<file path="config.mk">
export PLATFORM = sky130hd
export DESIGN_NAME = fp_div_seq
export DESIGN_NICKNAME = d
export VERILOG_FILES = /design/src/rtl/fp_div_seq.sv
export SDC_FILE = /design/constraint.sdc
export NUM_CORES = 1
export LEC_CHECK = 0
export ABC_AREA = 1
export CAP_MARGIN = 10
export CORE_MARGIN = 5
export CORE_UTILIZATION = 45
export CTS_CLUSTER_DIAMETER = 100
export CTS_CLUSTER_SIZE = 10
export DETAILED_ROUTE_END_ITERATION = 7
export PLACE_DENSITY = 0.71
export SLEW_MARGIN = 15
export SYNTH_ARGS = -nofsm -noshare
export SYNTH_HDL_FRONTEND = slang
export SYNTH_SLANG_ARGS = --single-unit
</file>
<file path="constraint.sdc">
create_clock -name clk -period 3.5 [get_ports clk]
set_clock_uncertainty 0.1 [all_clocks]
set_input_delay 0.7 -clock clk [delete_from_list [all_inputs] [get_ports clk]]
set_output_delay 0.7 -clock clk [all_outputs]
set_load 0.1 [all_outputs]
</file>
<file path="src/rtl/fp_div_seq.sv">
// Iterative IEEE-754 single-precision divider (res = a / b): restoring radix-2
// significand divide, fixed 27-cycle start-to-done latency, truncating.
module fp_div_seq #(
    parameter int QBITS = 25
) (
    input  logic        clk,
    input  logic        rst_n,
    input  logic        start,
    input  logic [31:0] a,
    input  logic [31:0] b,
    output logic        busy,
    output logic        done,
    output logic        exception,
    output logic        overflow,
    output logic        underflow,
    output logic [31:0] res
);
    typedef enum logic [1:0] {S_IDLE, S_DIV, S_NORM, S_DONE} state_t;

    state_t             r_state;
    logic [31:0]        r_a, r_b;
    logic [25:0]        r_rem;
    logic [QBITS-1:0]   r_q;
    logic [4:0]         r_cnt;

    logic [23:0]        w_sig_a_in, w_sig_b;
    logic [25:0]        w_rem_sub;
    logic               w_ge;
    logic               w_sign;
    logic signed [9:0]  w_e;
    logic [22:0]        w_mant;

    assign w_sig_a_in = (a[30:23] != 8'h00) ? {1'b1, a[22:0]} : 24'h0;
    assign w_sig_b    = (r_b[30:23] != 8'h00) ? {1'b1, r_b[22:0]} : 24'h0;
    assign w_ge       = r_rem >= {2'b00, w_sig_b};
    assign w_rem_sub  = r_rem - {2'b00, w_sig_b};

    // Quotient lies in [2^23, 2^25); q[24] selects which bit is the hidden one.
    assign w_sign = r_a[31] ^ r_b[31];
    assign w_e    = $signed({2'b00, r_a[30:23]}) - $signed({2'b00, r_b[30:23]})
                  + (r_q[24] ? 10'sd127 : 10'sd126);
    assign w_mant = r_q[24] ? r_q[23:1] : r_q[22:0];

    always_ff @(posedge clk or negedge rst_n) begin
        if (!rst_n) begin
            r_state   <= S_IDLE;
            r_a       <= 32'h0;
            r_b       <= 32'h0;
            r_rem     <= 26'h0;
            r_q       <= '0;
            r_cnt     <= 5'd0;
            busy      <= 1'b0;
            done      <= 1'b0;
            exception <= 1'b0;
            overflow  <= 1'b0;
            underflow <= 1'b0;
            res       <= 32'h0;
        end else begin
            case (r_state)
                S_IDLE: begin
                    if (start) begin
                        r_a     <= a;
                        r_b     <= b;
                        r_rem   <= {2'b00, w_sig_a_in};
                        r_cnt   <= 5'd0;
                        busy    <= 1'b1;
                        r_state <= S_DIV;
                    end
                end
                S_DIV: begin
                    if (w_ge) begin
                        r_q   <= {r_q[QBITS-2:0], 1'b1};
                        r_rem <= {w_rem_sub[24:0], 1'b0};
                    end else begin
                        r_q   <= {r_q[QBITS-2:0], 1'b0};
                        r_rem <= {r_rem[24:0], 1'b0};
                    end
                    r_cnt <= r_cnt + 5'd1;
                    if (r_cnt == 5'(QBITS - 1)) r_state <= S_NORM;
                end
                S_NORM: begin
                    exception <= 1'b0;
                    overflow  <= 1'b0;
                    underflow <= 1'b0;
                    if (r_a[30:23] == 8'hFF || r_b[30:23] == 8'hFF || r_b[30:23] == 8'h00) begin
                        res       <= {w_sign, 8'hFF, 23'h0};
                        exception <= 1'b1;
                        overflow  <= 1'b1;
                    end else if (r_a[30:23] == 8'h00) begin
                        res <= 32'h0;
                    end else if (w_e >= 10'sd255) begin
                        res      <= {w_sign, 8'hFF, 23'h0};
                        overflow <= 1'b1;
                    end else if (w_e <= 10'sd0) begin
                        res       <= 32'h0;
                        underflow <= 1'b1;
                    end else begin
                        res <= {w_sign, w_e[7:0], w_mant};
                    end
                    done    <= 1'b1;
                    r_state <= S_DONE;
                end
                default: begin
                    done    <= 1'b0;
                    busy    <= 1'b0;
                    r_state <= S_IDLE;
                end
            endcase
        end
    end
endmodule

</file>
==> results, run 1 <==
- The run finished with clean final reports.
- The data required time of the critical path is 3760 ps.
- The routed design has 22900 um of wire.
- The number of optimization iterations in the first detailed-route pass is 7.
- Dividing the final minimum period by the clock period gives 0.917.
- The number of antenna repair diodes is 0.
- Setup repair after global routing left no endpoint under its margin.
- For this block, the initial DRC count from the detailed router was 593.
- The post-layout minimum cycle time is 3210 ps.
- The compound-cell area share of the yosys netlist came to 0.114.
- At the end of routability-driven placement, the weighted congestion stood at 0.971.
- The root buffer cell is sky130_fd_sc_hd__clkbuf_16.
- The highest achievable clock rate is 312 MHz.
- Headroom to the max-slew limit came out at 0.438.
- In the routed design, unresolved DRC markers number 0.
- After floorplanning, the core was sized to cover 0.0195 mm2.
- Setup violations remaining at the end of the flow were counted as 0.
- The kind of critical path is reg2reg.
- The number of sinks handled by clock tree synthesis is 136.
- The master of the slowest instance on the critical path is sky130_fd_sc_hd__fa_1.
- After synthesis, the share of cell area in mux cells is 0.
- The sequential element share of the synthesized area is 0.381.
- After clock tree synthesis, the clock-pin slew on the worst setup and hold paths is 70 ps.
- The width of the die is 151 um.
- On the worst path, the slowest cell contributes a delay of 450 ps.
- After clock tree synthesis, the flow added hold-fix buffers numbering 0.
- The number of warnings printed during yosys synthesis is 0.
- The signal on the critical path passes through inv_1, nand4_1, nor2_1, inv_1, nand2_1, inv_1, fa_1, nor3_1, nor2_2, o21ai_1, nand4_2, nand3_2, buf_4, nand2_1, nand2_1, a21oi_1, nor2_1.
- In the global route stage, overall resource usage came out at 0.209.
- The via count of the first global-routing pass came to 8070.
- In the final layout, the share of cells above drive strength 1 is 0.118.
- After detailed routing, the average wire length per cell comes to 14.1 um.
- The total congestion overflow is 0.
- The xor and xnor area share after synthesis is 0.0128.
- Once layout is done, the placed cells without fillers occupy 0.0108 mm2.
- In this design, the largest share of critical-path delay is due to simple AND/OR/NAND/NOR gates.
- The initial antenna violation count was 0.
- Counting the buffers created by CTS gives 17.
- For this configuration, the core starts out at a cell density of 0.457.
- The total count of max-transition violations in the final report came to 0.
- The final hold slack is 31.7 ps.
- By area the synthesized netlist is led by sky130_fd_sc_hd__dfrtp_1 38%, sky130_fd_sc_hd__nand2_1 17%, sky130_fd_sc_hd__inv_1 5.6%.
- Relative to the synthesized area, the layout overhead comes to 20.6%.
- Fill cells in the final layout number 1909.
- Dividing the detail-routed via count by the number of cells gives 5.12.
- Of the total synthesized cell area, the portion taken by AND, OR, NAND and NOR gates is 0.348.
- The library cell occupying the most area in the post-synthesis netlist is sky130_fd_sc_hd__dfrtp_1.
- In this run the worst hold path is classified as in2async.
- Dividing the synthesized area by the synthesized cell count gives 7.14 um2.
- After synthesis, the largest family of logic cells by area is simple AND/OR/NAND/NOR gates.
- The floorplan has 51 rows.
- The category of the worst setup path launch point is a flop.
- Counting flops and latches in the post-synthesis netlist gives 136.
- The number of cells produced by synthesis is 1250.
- The final number of hold-violating endpoints was 0.
- The number of top-level design ports is 104.
- Of all nets on the critical path, the largest fanout is 15.
- The routed layout has 8333 vias.
- STA puts the critical path data arrival time at 3460 ps.
- In the final design database the tool counted 1458 nets.
- The buffering stage count on the worst path with inverters included is 4.
- The netlist uses 45 different library cells.
- The tool flagged a number of max-cap violations equal to 0.
- The number of nets produced by synthesis is 1358.
- At the pin with the least slew margin, the transition time is 840 ps.
- The HPWL after detailed placement is 17200 um.
- The floorplan step defined a die boundary enclosing 0.0228 mm2.
- TritonCTS built the clock tree.
- The proportion of netlist area held by the largest area contributor is 0.381.
- The mapped netlist covers 0.00893 mm2.
- The largest net degree at the start of global routing is 80.
- The floorplan step set the die height to 151 um.
- Input and output buffers added on the ports amount to 103.
- Of the total synthesized cell area, the portion taken by full adders, half adders and majority gates is 0.0591.
- The clock latency on the worst-skew pair is 430 ps.
- The global-route wire length before repair is 38500 um.
- STA classifies the critical path endpoint as a flop.
- The remaining antenna violation count is 0.
- The final setup TNS is 0 ps.
- Once placement finished, the instance area stood at 0.0102 mm2.
- The H-tree was split into 4 levels.
- No sink is reached through more buffers than the 2 on the longest clock path.
cell usage after synthesis (all sizes together):
cell    instances
dfrtp         136
o211ai          2
xnor2           8
inv           142
clkinv          1
nor3           11
xor2            5
o22ai           2
o21ai          72
clkbuf         34
or2             3
and2            1
a21oi          65
a211oi         25
buf            12
nand3b          7
nand2         424
a31oi           1
o21a            2
ha             39
a21boi          5
and3            1
fa              2
nand3          84
a21o            3
nor2          114
nor4            7
o21bai          1
nand4          41
state kept, by name, indices dropped and copies added, names as in the netlist:
signal     count
r_b           32
res           32
r_rem         26
r_q           25
r_a            9
r_cnt          5
r_state        2
busy           1
done           1
exception      1
overflow       1
underflow      1
per-stage QoR:
step,instances,setup WS (ps),utilization
after CTS,1628,236,0.551
after floorplan,1250,581,-
after global routing,1628,19.9,0.552
final,1628,292,0.552
after detailed placement,1596,255,0.522
after global placement,1596,388,0.522
layout by cell type, fill, tap and decap left out, types with 38 or more instances in the layout:
cell,count
sky130_fd_sc_hd__dfrtp_1,136
sky130_fd_sc_hd__clkdlybuf4s50_1,65
sky130_fd_sc_hd__buf_4,58
sky130_fd_sc_hd__a21oi_1,60
sky130_fd_sc_hd__nor2_1,107
sky130_fd_sc_hd__nand2_1,413
sky130_fd_sc_hd__nand3_1,56
sky130_fd_sc_hd__o21ai_0,67
sky130_fd_sc_hd__inv_1,134
sky130_fd_sc_hd__ha_1,38
sky130_fd_sc_hd__nand4_1,40
area by class of cell:
type | count | area [um2] | area share
sequential | 136 | 3400 | 0.316
tap | 265 | 332 | 0.0308
clock inverter | 15 | 150 | 0.0139
timing repair buffer | 127 | 1160 | 0.107
inverter | 143 | 537 | 0.0498
multi-input combinational | 925 | 4770 | 0.442
clock buffer | 17 | 425 | 0.0395
timing repair:
item / in CTS / in global routing
buffers inserted: 0 / 0
endpoints found under the hold margin: 0 / 0
setup endpoints to repair: 0 / 4
resized for setup: 0 / 1
routing by layer:
layer	routed length, um	GRT usage	up-vias
met5	0	0	-
met3	1260	0.0407	40
met1	10000	0.267	3843
met4	534	0.0675	0
li1	-	-	4255
met2	11100	0.359	195
path summary, 6_finish.rpt:
path                       slack [ps]     from  depth (start not counted)       end
max                               290  r_b[27]                         17  r_rem[6]
min in group clk                  380  res[17]                          2   res[17]
min                                30    rst_n                          1   r_a[31]
max reg2reg                       290  r_b[27]                         17  r_rem[6]
max in group asynchronous        2570    rst_n                          2    r_q[0]
min reg2reg                       380  res[17]                          2   res[17]
cells by family after synthesis:
| logic type | after synthesis |
|---|---|
| flops | 136 |
| simple gates | 693 |
| compound gates | 178 |
| xor+xnor | 13 |
| buf+inv | 189 |
| fa+ha+maj | 41 |
worst register-to-register path, cell delays in order, from the launching register on:
cell	delay, ps
sky130_fd_sc_hd__dfrtp_1	360
sky130_fd_sc_hd__inv_1	110
sky130_fd_sc_hd__nand4_1	110
sky130_fd_sc_hd__nor2_1	200
sky130_fd_sc_hd__inv_1	170
sky130_fd_sc_hd__nand2_1	120
sky130_fd_sc_hd__inv_1	60
sky130_fd_sc_hd__fa_1	450
sky130_fd_sc_hd__nor3_1	290
sky130_fd_sc_hd__nor2_2	110
sky130_fd_sc_hd__o21ai_1	260
sky130_fd_sc_hd__nand4_2	140
sky130_fd_sc_hd__nand3_2	130
sky130_fd_sc_hd__buf_4	230
sky130_fd_sc_hd__nand2_1	90
sky130_fd_sc_hd__nand2_1	60
sky130_fd_sc_hd__a21oi_1	40
sky130_fd_sc_hd__nor2_1	90
Power of run 1 is left out: the tool's default activity adds up to more than one toggle a clock period on the data nets, which glitch-free logic cannot reach.
==> inputs of run 2 (changes only) <==
--- a/config.mk
+++ b/config.mk
@@ -8,11 +8,11 @@
 export ABC_AREA = 1
 export CAP_MARGIN = 10
 export CORE_MARGIN = 5
-export CORE_UTILIZATION = 45
+export CORE_UTILIZATION = 57
 export CTS_CLUSTER_DIAMETER = 100
 export CTS_CLUSTER_SIZE = 10
 export DETAILED_ROUTE_END_ITERATION = 7
-export PLACE_DENSITY = 0.71
+export PLACE_DENSITY = 0.86
 export SLEW_MARGIN = 15
 export SYNTH_ARGS = -nofsm -noshare
 export SYNTH_HDL_FRONTEND = slang
==> results, run 2 (synthesis gave the netlist of run 1 again) <==
- The full die area is 0.0183 mm2 (was 0.0228 mm2).
- The number of inserted filler cells in the final layout came to 1238 (was 1909).
- The type of destination of the critical path was a flop (unchanged).
- The clock latency on the worst-skew pair is 430 ps (about the same).
- The post-cts resize count came to 0 (unchanged).
- The level count of the clock H-tree is 4 (unchanged).
- The area of the core is 0.0153 mm2 (was 0.0195 mm2).
- The final number of hold-violating endpoints came to 0 (unchanged).
- The final period utilization is 0.915 (was 0.917).
- The share of layout cells above drive strength 1 is 0.118 (about the same).
- The post-layout minimum cycle time is 3200 ps (was 3210 ps).
- Top library cells by usage in the layout, fill and taps aside: 413 x sky130_fd_sc_hd__nand2_1, 136 x sky130_fd_sc_hd__dfrtp_1, 134 x sky130_fd_sc_hd__inv_1, 108 x sky130_fd_sc_hd__nor2_1, 67 x sky130_fd_sc_hd__o21ai_0 (was 413 x sky130_fd_sc_hd__nand2_1, 136 x sky130_fd_sc_hd__dfrtp_1, 134 x sky130_fd_sc_hd__inv_1, 107 x sky130_fd_sc_hd__nor2_1, 67 x sky130_fd_sc_hd__o21ai_0).
- The remaining antenna violation count came to 0 (unchanged).
- The worst path arrival time is 3430 ps (was 3460 ps).
- The slack of the critical path is 297 ps (was 292 ps).
- The final cell area excluding filler cells came to 0.0107 mm2 (was 0.0108 mm2).
- The post-cts hold buffer count is 0 (unchanged).
- The global-route wire length before repair is 39500 um (was 38500 um).
- The highest achievable clock rate is 312 MHz (about the same).
- The area added between synthesis and finish is 20.0% (was 20.6%).
- Sequence of cells on the critical path: inv_1, nand4_1, nor2_1, inv_1, buf_4, nand2_1, ha_1, a21oi_1, a21boi_1, o211ai_1, a21oi_2, nand3_2, buf_4, or2_2, nand3_1, nand2_1 (was inv_1, nand4_1, nor2_1, inv_1, nand2_1, inv_1, fa_1, nor3_1, nor2_2, o21ai_1, nand4_2, nand3_2, buf_4, nand2_1, nand2_1, a21oi_1, nor2_1).
- The total cell area at the placement stage is 0.0101 mm2 (was 0.0102 mm2).
- The final hold slack is 217 ps (was 31.7 ps).
- The master of the slowest instance on the critical path is sky130_fd_sc_hd__dfrtp_1 (was sky130_fd_sc_hd__fa_1).
- The detailed-routed wire length on met3 is 1490 um (was 1260 um).
- The root buffer cell is sky130_fd_sc_hd__clkbuf_16 (unchanged).
- The total congestion overflow is 0 (unchanged).
- The data required time of the critical path is 3720 ps (was 3760 ps).
- The initial standard-cell utilization of the core came to 0.585 (was 0.457).
- The count of routing violations after the opening detailed-route iteration is 752 (was 593).
- The placer's final routability congestion estimate is 0.990 (was 0.971).
- Unrepaired setup endpoints after global routing: yes (was no).
- The via count of the first global-routing pass is 8369 (was 8070).
- The number of optimization iterations in the first detailed-route pass is 6 (was 7).
- The initial antenna violation count is 0 (unchanged).
- The worst slew slack as a fraction of its limit was 0.452 (was 0.438).
- Result of the run: complete, no violations (unchanged).
- The number of top-level design ports is 104 (unchanged).
- The detail-routed net length per standard cell is 14.8 um (was 14.1 um).
- The number of post-CTS setup repair buffers is 0 (unchanged).
- The peak per-stage delay on the critical path is 360 ps (was 450 ps).
- The worst min-delay path category is in2async (unchanged).
- The average vias per placed instance came to 5.55 (was 5.12).
- The total routed wirelength is 23300 um (was 22900 um).
- The number of vias in the routed layout is 8745 (was 8333).
- The clock transition at the registers of the reported paths is 60 ps (was 70 ps).
- The uppermost signal routing layer after detailed routing is met4 (unchanged).
- The instance count after placement with tap cells included is 1544 (was 1596).
- The total count of max-transition violations in the final report is 0 (unchanged).
- The final count of negative-setup-slack endpoints is 0 (unchanged).
- The number of nets in the layout came to 1460 (was 1458).
- The met1 layer wirelength in the final routing is 9710 um (was 10000 um).
- The setup slack at placement is 308 ps (was 255 ps).
- The dominant delay contributor by cell family on the critical path is simple AND/OR/NAND/NOR gates (unchanged).
- The final routed DRC violation total is 0 (unchanged).
- The number of sinks handled by clock tree synthesis was 136 (unchanged).
- The max capacitance violation total came to 0 (unchanged).
- The height of the chip is 135 um (was 151 um).
- The total global-route track usage is 0.264 (was 0.209).
- The category of the worst setup path launch point is a flop (unchanged).
- The kind of critical path is reg2reg (unchanged).
- The number of standard cells in the layout, taps in and fillers out is 1575 (was 1628).
- The buffering stage count on the worst path with inverters included is 4 (unchanged).
- The maximum root-to-sink buffer count came to 2 (unchanged).
- The largest net degree at the start of global routing was 84 (was 80).
- The number of antenna repair diodes came to 0 (unchanged).
- The clock buffer count from CTS was 17 (unchanged).
- The number of input and output port buffers inserted came to 103 (unchanged).
- The highest net fanout along the worst path is 13 (was 15).
- The actual slew at the worst max-slew pin came to 819 ps (was 840 ps).
- The detailed placement HPWL is 16700 um (was 17200 um).
- Regs by FF count: r_b x32, res x32, r_rem x26 (unchanged).
- The width of the die is 135 um (was 151 um).
- The CTS tree is yes (unchanged).
- The detailed-routed wire length on met2 is 11400 um (was 11100 um).
- The most frequent standard cell in the layout excluding fill and tap cells was sky130_fd_sc_hd__nand2_1 (unchanged).
- The number of core rows came to 45 (was 51).
-- run 2: metrics by stage --
stage               utilization  TNS [ps]
floorplan                     -         0
global placement          0.665         0
detailed placement        0.665         0
CTS                       0.701         0
global route              0.702     -4.78
finish                    0.702         0
-- run 2: layout make-up --
class	instances	area (um2)	area share
multi-input cells	925	4770	0.446
flip-flops and latches	136	3400	0.318
clock buffers	19	443	0.0414
well taps	211	264	0.0247
inverters	143	537	0.0501
repair buffers	129	1170	0.109
clock inverters	12	118	0.0110
-- run 2: final timing paths --
kind,depth (start not counted),endpoint,slack [ps],from
worst max-delay path,16,r_rem[24],300,r_b[27]
worst min-delay path,1,res[31],220,rst_n
worst max register to register,16,r_rem[24],300,r_b[27]
worst min register to register,2,res[19],380,res[19]
max in group asynchronous,2,r_b[18],2300,rst_n
min in group clk,2,res[19],380,res[19]
-- run 2: metal layers --
layer | vias up | GRT usage
li1 | 4263 | -
met1 | 4070 | 0.341
met2 | 346 | 0.442
met3 | 66 | 0.0483
met4 | 0 | 0.105
met5 | - | 0
Power of run 2 is left out for the same reason.
==> inputs of run 3 (changes only) <==
--- a/config.mk
+++ b/config.mk
@@ -7,6 +7,7 @@
 export LEC_CHECK = 0
 export ABC_AREA = 1
 export CAP_MARGIN = 10
+export CORE_ASPECT_RATIO = 1.25
 export CORE_MARGIN = 5
 export CORE_UTILIZATION = 57
 export CTS_CLUSTER_DIAMETER = 100
==> results, run 3 (synthesis gave the netlist of run 1 again) <==
- The initial standard-cell utilization of the core is 0.576 (was 0.585).
- Regs by FF count: r_b x32, res x32, r_rem x26 (unchanged).
- The height of the chip is 150 um (was 135 um).
- The most frequent standard cell in the layout excluding fill and tap cells is sky130_fd_sc_hd__nand2_1 (unchanged).
- Unrepaired setup endpoints after global routing: no (was yes).
- The remaining antenna violation count is 0 (unchanged).
- The count of routing violations after the opening detailed-route iteration is 613 (was 752).
- The peak per-stage delay on the critical path is 370 ps (was 360 ps).
- The max capacitance violation total came to 0 (unchanged).
- The initial antenna violation count came to 0 (unchanged).
- Sequence of cells on the critical path: inv_1, nand4_1, nor2_2, inv_1, buf_12, nand2_1, ha_1, a21oi_1, o21ai_0, nor2_2, o21ai_2, nand4_2, nand3_2, buf_4, nand2_1, nand2_1, a21oi_1, nor2_1 (was inv_1, nand4_1, nor2_1, inv_1, buf_4, nand2_1, ha_1, a21oi_1, a21boi_1, o211ai_1, a21oi_2, nand3_2, buf_4, or2_2, nand3_1, nand2_1).
- The global-route wire length before repair is 39800 um (was 39500 um).
- The worst slew slack as a fraction of its limit is 0.351 (was 0.452).
- The number of cells on the worst reg-to-reg path is 18 (was 16).
- The kind of critical path was reg2reg (unchanged).
- The area added between synthesis and finish is 20.2% (was 20.0%).
- The internal reg-to-reg setup slack is 250 ps (was 300 ps).
- The clock transition at the registers of the reported paths is 60 ps (about the same).
- The total global-route track usage is 0.272 (was 0.264).
- The number of input and output port buffers inserted is 103 (unchanged).
- The highest achievable clock rate came to 308 MHz (was 312 MHz).
- The total routed wirelength is 23900 um (was 23300 um).
- The placer's final routability congestion estimate is 0.958 (was 0.990).
- The maximum root-to-sink buffer count was 2 (unchanged).
- Result of the run: complete, no violations (unchanged).
- The final setup TNS is 0 ps (unchanged).
- The worst path arrival time came to 3470 ps (was 3430 ps).
- The highest net fanout along the worst path came to 23 (was 13).
- The number of optimization iterations in the first detailed-route pass is 5 (was 6).
- The type of destination of the critical path is a flop (unchanged).
- The number of post-CTS setup repair buffers came to 0 (unchanged).
- The area of the core is 0.0155 mm2 (was 0.0153 mm2).
- The width of the die is 122 um (was 135 um).
- The final number of hold-violating endpoints was 0 (unchanged).
- The average vias per placed instance is 5.43 (was 5.55).
- The number of standard cells in the layout, taps in and fillers out is 1575 (unchanged).
- The worst min-delay path category is in2async (unchanged).
- Top library cells by usage in the layout, fill and taps aside: 413 x sky130_fd_sc_hd__nand2_1, 136 x sky130_fd_sc_hd__dfrtp_1, 134 x sky130_fd_sc_hd__inv_1, 106 x sky130_fd_sc_hd__nor2_1, 70 x sky130_fd_sc_hd__clkdlybuf4s50_1 (was 413 x sky130_fd_sc_hd__nand2_1, 136 x sky130_fd_sc_hd__dfrtp_1, 134 x sky130_fd_sc_hd__inv_1, 108 x sky130_fd_sc_hd__nor2_1, 67 x sky130_fd_sc_hd__o21ai_0).
- The detail-routed net length per standard cell is 15.2 um (was 14.8 um).
- The number of vias in the routed layout is 8554 (was 8745).
- The share of layout cells above drive strength 1 is 0.117 (was 0.118).
- The detailed placement HPWL is 17600 um (was 16700 um).
- The total congestion overflow is 0 (unchanged).
- The startpoint of the most critical register-to-register path is r_b[26] (was r_b[27]).
- The number of nets in the layout is 1458 (was 1460).
- The largest net degree at the start of global routing came to 68 (was 84).
- The via count of the first global-routing pass was 8574 (was 8369).
- The number of sinks handled by clock tree synthesis was 136 (unchanged).
- The full die area came to 0.0183 mm2 (about the same).
- The final period utilization is 0.927 (was 0.915).
- The number of top-level design ports came to 104 (unchanged).
- The CTS tree is yes (unchanged).
- The final routed DRC violation total was 0 (unchanged).
- The level count of the clock H-tree is 4 (unchanged).
- The number of antenna repair diodes is 0 (unchanged).
- The post-cts hold buffer count is 0 (unchanged).
- The post-cts resize count is 0 (unchanged).
- The master of the slowest instance on the critical path is sky130_fd_sc_hd__dfrtp_1 (unchanged).
- The data required time of the critical path was 3720 ps (about the same).
- The dominant cell type by count on the critical path is sky130_fd_sc_hd__nand2_1.
- The number of core rows is 51 (was 45).
- The instance count after placement with tap cells included is 1543 (was 1544).
- The category of the worst setup path launch point is a flop (unchanged).
- The clock buffer count from CTS came to 17 (unchanged).
- The endpoint of the worst-slack reg-to-reg timing path is r_rem[6] (was r_rem[24]).
- The actual slew at the worst max-slew pin is 971 ps (was 819 ps).
- The post-layout minimum cycle time is 3250 ps (was 3200 ps).
- The root buffer cell is sky130_fd_sc_hd__clkbuf_16 (unchanged).
- The total count of max-transition violations in the final report is 0 (unchanged).
- The final count of negative-setup-slack endpoints came to 0 (unchanged).
- The clock latency on the worst-skew pair was 440 ps (was 430 ps).
## run 3: cell count changes in the layout (fill, tap and decap cells not counted), sizes merged
| cell | previous run | this run |
|---|---|---|
| clkdlybuf4s50 | 65 | 70 |
| clkbuf | 19 | 18 |
| inv | 146 | 149 |
| bufinv | 1 | 0 |
| buf | 64 | 57 |
## run 3: critical path: cells and delay by family (launching register included)
kind	cells	cell delay (ps)
AOI/OAI and AO/OA	4	680
adders and majority gates	1	290
buffers and inverters	4	580
DFF	1	370
and+or+nand+nor	9	1080
## run 3: cell type report
type | count | area (um2)
clock inverter | 14 | 135
sequential | 136 | 3400
timing repair buffer | 127 | 1170
tap | 212 | 265
clock buffer | 18 | 439
multi-input combinational | 925 | 4780
fill | 1293 | 4780
inverter | 143 | 537
## run 3: worst max path at each step
| stage | to | slack, ps | cells past startpoint | start |
|---|---|---|---|---|
| 2_1_floorplan | r_rem[24] | 580 | 17 | r_b[24] |
| 3_3_place_gp | r_rem[13] | 380 | 17 | r_b[26] |
| 3_5_place_dp | r_rem[7] | 210 | 17 | r_b[26] |
| 4_1_cts | r_rem[6] | 170 | 18 | r_b[30] |
| 5_1_grt | r_rem[6] | 20 | 18 | r_b[26] |
| 6_report | r_rem[6] | 250 | 18 | r_b[26] |
## run 3: metrics by stage
stage               hold slack (ps)  worst slack, ps  instance area, um2   util
finish                          115              254               10700  0.692
global route                    163             19.0               10700  0.692
CTS                             141              170               10700  0.691
detailed placement              367              208               10100  0.654
global placement                362              378               10100  0.654
floorplan                       304              581                8930      -
## run 3: routing by layer
layer | share of wire | wire, um | track usage
met2 | 0.51 | 12300 | 0.488
met3 | 0.047 | 1110 | 0.0416
met4 | 0.045 | 1080 | 0.140
met5 | 0 | 0 | 0
met1 | 0.39 | 9410 | 0.312
Power of run 3 is left out for the same reason.
